File: config.mk
export PLATFORM = sky130hd
export DESIGN_NAME = score_timer_bcd
export DESIGN_NICKNAME = d
export VERILOG_FILES = /design/src/rtl/score_timer_bcd.sv
export SDC_FILE = /design/constraint.sdc
export NUM_CORES = 1
export LEC_CHECK = 0
export CORE_MARGIN = 8
export CORE_UTILIZATION = 50
export DETAILED_ROUTE_END_ITERATION = 10
export DONT_BUFFER_PORTS = 1
export PLACE_DENSITY_LB_ADDON = 0.05
export SYNTH_ARGS = -nofsm -noshare
export SYNTH_HDL_FRONTEND = slang
export SYNTH_SLANG_ARGS = --single-unit
File: constraint.sdc
create_clock -name clk -period 6.3 [get_ports clk]
set_clock_uncertainty 0.2 [all_clocks]
set_input_delay 0.945 -clock clk [delete_from_list [all_inputs] [get_ports clk]]
set_output_delay 0.945 -clock clk [all_outputs]
set_load 0.1 [all_outputs]
File: src/rtl/score_timer_bcd.sv
// rtl/score_timer_bcd.sv - whack-a-mole scoreboard: 4-digit BCD score, 2-digit BCD countdown, run/over FSM
module score_timer_bcd #(
  parameter int         TICK_DIV  = 100_000_000,
  parameter int         GAME_SECS = 60,
  parameter logic [3:0] BLANK     = 4'hF
) (
  input  logic       clk,
  input  logic       rst,
  input  logic       start,
  input  logic       hit,
  input  logic       miss,
  output logic [3:0] display7,
  output logic [3:0] display6,
  output logic [3:0] display5,
  output logic [3:0] display4,
  output logic [3:0] display3,
  output logic [3:0] display2,
  output logic [3:0] display1,
  output logic [3:0] display0,
  output logic       running,
  output logic       game_over
);

  // Prescaler width; TICK_DIV >= 2 so at least one bit is needed.
  localparam int              PW         = (TICK_DIV > 2) ? $clog2(TICK_DIV) : 1;
  localparam logic [PW-1:0]   PRESC_LAST = PW'(TICK_DIV - 1);
  localparam logic [PW-1:0]   PRESC_ONE  = PW'(1);

  // Game length split into BCD digits at elaboration time.
  localparam logic [3:0] GAME_TENS  = 4'(GAME_SECS / 10);
  localparam logic [3:0] GAME_UNITS = 4'(GAME_SECS % 10);

  typedef enum logic [1:0] {
    S_IDLE = 2'd0,
    S_RUN  = 2'd1,
    S_OVER = 2'd2
  } state_t;

  state_t            state_q;
  state_t            state_d;
  logic              enter_run;
  logic              tick;
  logic              timer_last;

  logic [PW-1:0]     presc_q;
  logic [3:0]        timer_tens_q;
  logic [3:0]        timer_units_q;

  // score_q[3] is the thousands digit, score_q[0] the units digit.
  logic [3:0][3:0]   score_q;
  logic [3:0][3:0]   score_inc;
  logic [3:0][3:0]   score_dec;
  logic              inc_carry;
  logic              dec_borrow;
  logic              score_max;
  logic              score_zero;

  logic              running_q;
  logic              game_over_q;

  // One-second strobe and last-second detect; tick only exists while running.
  always_comb begin
    tick       = (state_q == S_RUN) && (presc_q == PRESC_LAST);
    timer_last = (timer_tens_q == 4'd0) && (timer_units_q == 4'd1);
  end

  // State register.
  always_ff @(posedge clk) begin
    if (rst) begin
      state_q <= S_IDLE;
    end else begin
      state_q <= state_d;
    end
  end

  // Next-state logic; enter_run marks the edge on which a fresh game is loaded.
  always_comb begin
    state_d   = state_q;
    enter_run = 1'b0;
    case (state_q)
      S_IDLE: begin
        if (start) begin
          state_d   = S_RUN;
          enter_run = 1'b1;
        end
      end
      S_RUN: begin
        // start is deliberately ignored mid-game.
        if (tick && timer_last) begin
          state_d = S_OVER;
        end
      end
      S_OVER: begin
        if (start) begin
          state_d   = S_RUN;
          enter_run = 1'b1;
        end
      end
      default: begin
        state_d = S_IDLE;
      end
    endcase
  end

  // Prescaler: counts 0..TICK_DIV-1 in RUN only, cleared on game start.
  always_ff @(posedge clk) begin
    if (rst) begin
      presc_q <= '0;
    end else if (enter_run) begin
      presc_q <= '0;
    end else if (state_q == S_RUN) begin
      if (tick) begin
        presc_q <= '0;
      end else begin
        presc_q <= presc_q + PRESC_ONE;
      end
    end
  end

  // Countdown timer with BCD borrow; the 01 -> 00 step coincides with entering OVER.
  always_ff @(posedge clk) begin
    if (rst || enter_run) begin
      timer_tens_q  <= GAME_TENS;
      timer_units_q <= GAME_UNITS;
    end else if (tick) begin
      if (timer_units_q == 4'd0) begin
        timer_units_q <= 4'd9;
        timer_tens_q  <= timer_tens_q - 4'd1;
      end else begin
        timer_units_q <= timer_units_q - 4'd1;
      end
    end
  end

  // BCD +1 and -1 of the score with digit-to-digit ripple.
  always_comb begin
    score_inc  = score_q;
    score_dec  = score_q;
    inc_carry  = 1'b1;
    dec_borrow = 1'b1;
    for (int i = 0; i < 4; i++) begin
      if (inc_carry) begin
        if (score_q[i] >= 4'd9) begin
          score_inc[i] = 4'd0;
        end else begin
          score_inc[i] = score_q[i] + 4'd1;
          inc_carry    = 1'b0;
        end
      end
      if (dec_borrow) begin
        if (score_q[i] == 4'd0) begin
          score_dec[i] = 4'd9;
        end else begin
          score_dec[i] = score_q[i] - 4'd1;
          dec_borrow   = 1'b0;
        end
      end
    end
    score_max  = (score_q == 16'h9999);
    score_zero = (score_q == 16'h0000);
  end

  // Score register: moves only in RUN, saturates at 0000 and 9999, hit+miss cancel.
  always_ff @(posedge clk) begin
    if (rst || enter_run) begin
      score_q <= '0;
    end else if (state_q == S_RUN) begin
      if (hit && !miss && !score_max) begin
        score_q <= score_inc;
      end else if (miss && !hit && !score_zero) begin
        score_q <= score_dec;
      end
    end
  end

  // Status flags registered from the next state so they line up with the FSM.
  always_ff @(posedge clk) begin
    if (rst) begin
      running_q   <= 1'b0;
      game_over_q <= 1'b0;
    end else begin
      running_q   <= (state_d == S_RUN);
      game_over_q <= (state_d == S_OVER);
    end
  end

  // Digit mapping for the scanner: score on 7..4, blanks on 3..2, timer on 1..0.
  always_comb begin
    display7  = score_q[3];
    display6  = score_q[2];
    display5  = score_q[1];
    display4  = score_q[0];
    display3  = BLANK;
    display2  = BLANK;
    display1  = timer_tens_q;
    display0  = timer_units_q;
    running   = running_q;
    game_over = game_over_q;
  end

endmodule
==> results.json <==
{
  "fillers": 616,
  "clockPowerShare_pct": 36.7,
  "ctsResizeCount": 0,
  "grt_pass1_vias": 2765,
  "gr-total-overflow": 0,
  "p_sw_uw": 168.7,
  "setup.worst_path.start_class": "register",
  "ys_warn_count": 0,
  "dpl.hpwl_mm": 5.506,
  "drive_gt1_share_pct": 7.452,
  "die_h_um": 97.70,
  "yosysMostFrequentCell": "dfxtp_1",
  "clk_latency_ns": 0.30,
  "start_util_pct": 52.25,
  "reg2reg_slack_ns": 2.34,
  "synthFlopType": "dfxtp_1",
  "hp-class": "register to register",
  "yosysTopAreaCell": "dfxtp_1",
  "netlist_top_cells_area": "dfxtp_1, nor2_1, xnor2_1, ha_1, a21oi_1",
  "tns_ns": 0,
  "clk_pin_slew_ns": 0.10,
  "grt_pass1_wl_mm": 13.20,
  "die_w_um": 97.70,
  "power.density_mw_per_mm2": 185.5,
  "fp-row-count": 29,
  "routedWlPerCell_um": 15.34,
  "antenna_found_initial": 0,
  "num_vias": 2930,
  "htreeDepth": 2,
  "setup_viol": 0,
  "cts_buffers": 5,
  "cts_hold_buf": 0,
  "area.growth.synth_to_final_pct": 6.224,
  "drt.antenna.violating_nets": 0,
  "cts_buffer_depth": 2,
  "p_sw_share_pct": 25.65,
  "coreArea_sq_mm": 0.006386,
  "combPwrFrac_pct": 8.8,
  "grt_max_degree": 26,
  "arrival_ns": 3.94,
  "worst_slew_pin_slew_ns": 1.176,
  "firstDrtPassIters": 4,
  "synth_cell_types": 54,
  "final_nets": 435,
  "cp-end-kind": "register",
  "slew-limit-headroom_pct": 21.36,
  "grt_usage_pct": 16.03,
  "io_buffer_count": 0,
  "syn_avg_cell_area_sq_um": 8.060,
  "cts.sinks": 55,
  "synthCells": 414,
  "cts_tree": "built",
  "period_needed_ns": 3.955,
  "synth.cell_area_sq_mm": 0.003337,
  "place_congestion": 0.8252,
  "register_area_sq_mm": 0.001101,
  "clockRootBuffer": "clkbuf_8",
  "routed_wl_mm": 7.561,
  "pwr-share-seq_pct": 54.5,
  "ys_seq_area_share_pct": 33.00,
  "async_reset_ff_share_pct": 0,
  "antenna_cells": 0,
  "viasPerCell": 5.943,
  "required_ns": 6.28,
  "rsz0062_at_grt": "no",
  "outcome": "finished, final reports clean",
  "hold_viol_final": 0,
  "p_leak_nw": 1.240,
  "fmax_mhz": 252.8,
  "drv_cap": 0,
  "yosys-top-cells-count": "dfxtp_1, nor2_1, a21oi_1, nand2_1, xnor2_1",
  "whs_ns": 0.2744,
  "max-vdd-ir-drop_v": 0.0001507,
  "multiInputGateArea_sq_mm": 0.002068,
  "boundaryPins": 39,
  "dieArea_sq_mm": 0.009544,
  "drc": 0,
  "slew_viol_final": 0,
  "first_iter_violations": 181,
  "post_cts_buffers": 0,
  "crit_fanout": 25,
  "post-route-period-util_pct": 62.78,
  "synth_edf_count": 0,
  "yosys.area.top_type_share_pct": 33.00,
  "crit_type": "register to register",
  "synth_seq_cells": 55,
  "p_int_uw": 488.9
}
## cell usage in the layout (no fill, tap or decap), types with 4 or more instances in the layout
cell      Yosys  final
a31oi_1       5      4
nand3_1      18     18
conb_1        1      8
o21ai_0      12     12
nor2b_1       4      4
ha_1         15     15
nor3_1       16     16
and4_1        4      4
and3_1        8      8
buf_4         9     13
nand2b_1      9      9
nor4_1        5      5
nand4_1       9      9
inv_1        17     17
dfxtp_1      55     55
a221oi_1      4      4
a311oi_1      6      6
a211oi_1      8      8
or3_1         4      4
nand2_1      25     25
xor2_1        7      7
clkbuf_8      0      6
o31ai_1       5      5
a21oi_1      25     25
xnor2_1      22     22
nor2_1       53     53
nor3b_1       8      8
## power by group through the flow
stage          Clock (mW)  Sequential (mW)  Combinational (mW)
6_report            0.241            0.358              0.0580
5_1_grt             0.263            0.359              0.0627
3_5_place_dp            0            0.366              0.0575
2_1_floorplan           0            0.367              0.0517
3_3_place_gp            0            0.366              0.0574
4_1_cts             0.250            0.358              0.0576
## critical path: stages (launching register included)
cell and delay (ns):
dfxtp_1 1.05, inv_1 0.21, ha_1 0.28, and4_1 0.20
a31oi_2 0.94, nand4_1 0.48, a221oi_1 0.39, a311oi_1 0.09
## kinds of logic (layout without fill, tap and decap cells)
| logic type | count (synthesis) | count (layout) | synth area share, % |
|---|---|---|---|
| xor+xnor | 29 | 29 | 7.611 |
| fa+ha+maj | 15 | 15 | 5.624 |
| simple gates | 182 | 182 | 29.36 |
| flops | 55 | 55 | 33.00 |
| buf+inv | 43 | 38 | 5.999 |
| other cells | 1 | 8 | 0.1124 |
| compound gates | 89 | 89 | 18.30 |
## metrics by stage
step / setup WS [ns] / util [%] / instances / cell area [sq um] / total power, mW
final: 2.345 / 55.51 / 493 / 3545 / 0.6576
after global routing: 2.150 / 55.51 / 493 / 3545 / 0.6846
after CTS: 2.413 / 55.51 / 493 / 3545 / 0.6661
after detailed placement: 2.423 / 53.66 / 485 / 3427 / 0.4239
after global placement: 2.498 / 53.66 / 485 / 3427 / 0.4238
after floorplan: 3.278 / - / 421 / 3363 / 0.4191
## path summary, 6_finish.rpt
check	startpoint	to	cells past startpoint
max	display7[1]	display7[3]	7
min reg2reg	presc_q[1]	presc_q[1]	2
min	presc_q[1]	presc_q[1]	2
max reg2reg	display7[1]	display7[3]	7
## final cells by class
type / instances / share of cell area [%]
Clock buffer: 6 / 2.330
Clock inverter: 2 / 0.9884
Inverter: 17 / 1.800
Multi-Input combinational cell: 323 / 58.35
Sequential cell: 55 / 31.06
Tap cell: 77 / 2.718
Timing Repair Buffer: 13 / 2.753
## state kept, by name (all words and copies together) (netlist names)
| signal | cells |
|---|---|
| display1 | 4 |
| display0 | 4 |
| display5 | 4 |
| state_q | 2 |
| display4 | 4 |
| display6 | 4 |
| game_over | 1 |
| display7 | 4 |
| presc_q | 27 |
| running | 1 |
## per-layer routing
metal | global-route usage, % | vias to the layer above | share of wire [%]
li1 | - | 1494 | -
met2 | 23.33 | 64 | 42
met4 | 3.497 | 0 | 0.98
met1 | 22.40 | 1366 | 50
met5 | 0 | - | 0
met3 | 4.836 | 6 | 7.1
No activity file was read; power rests on OpenSTA's default activity.
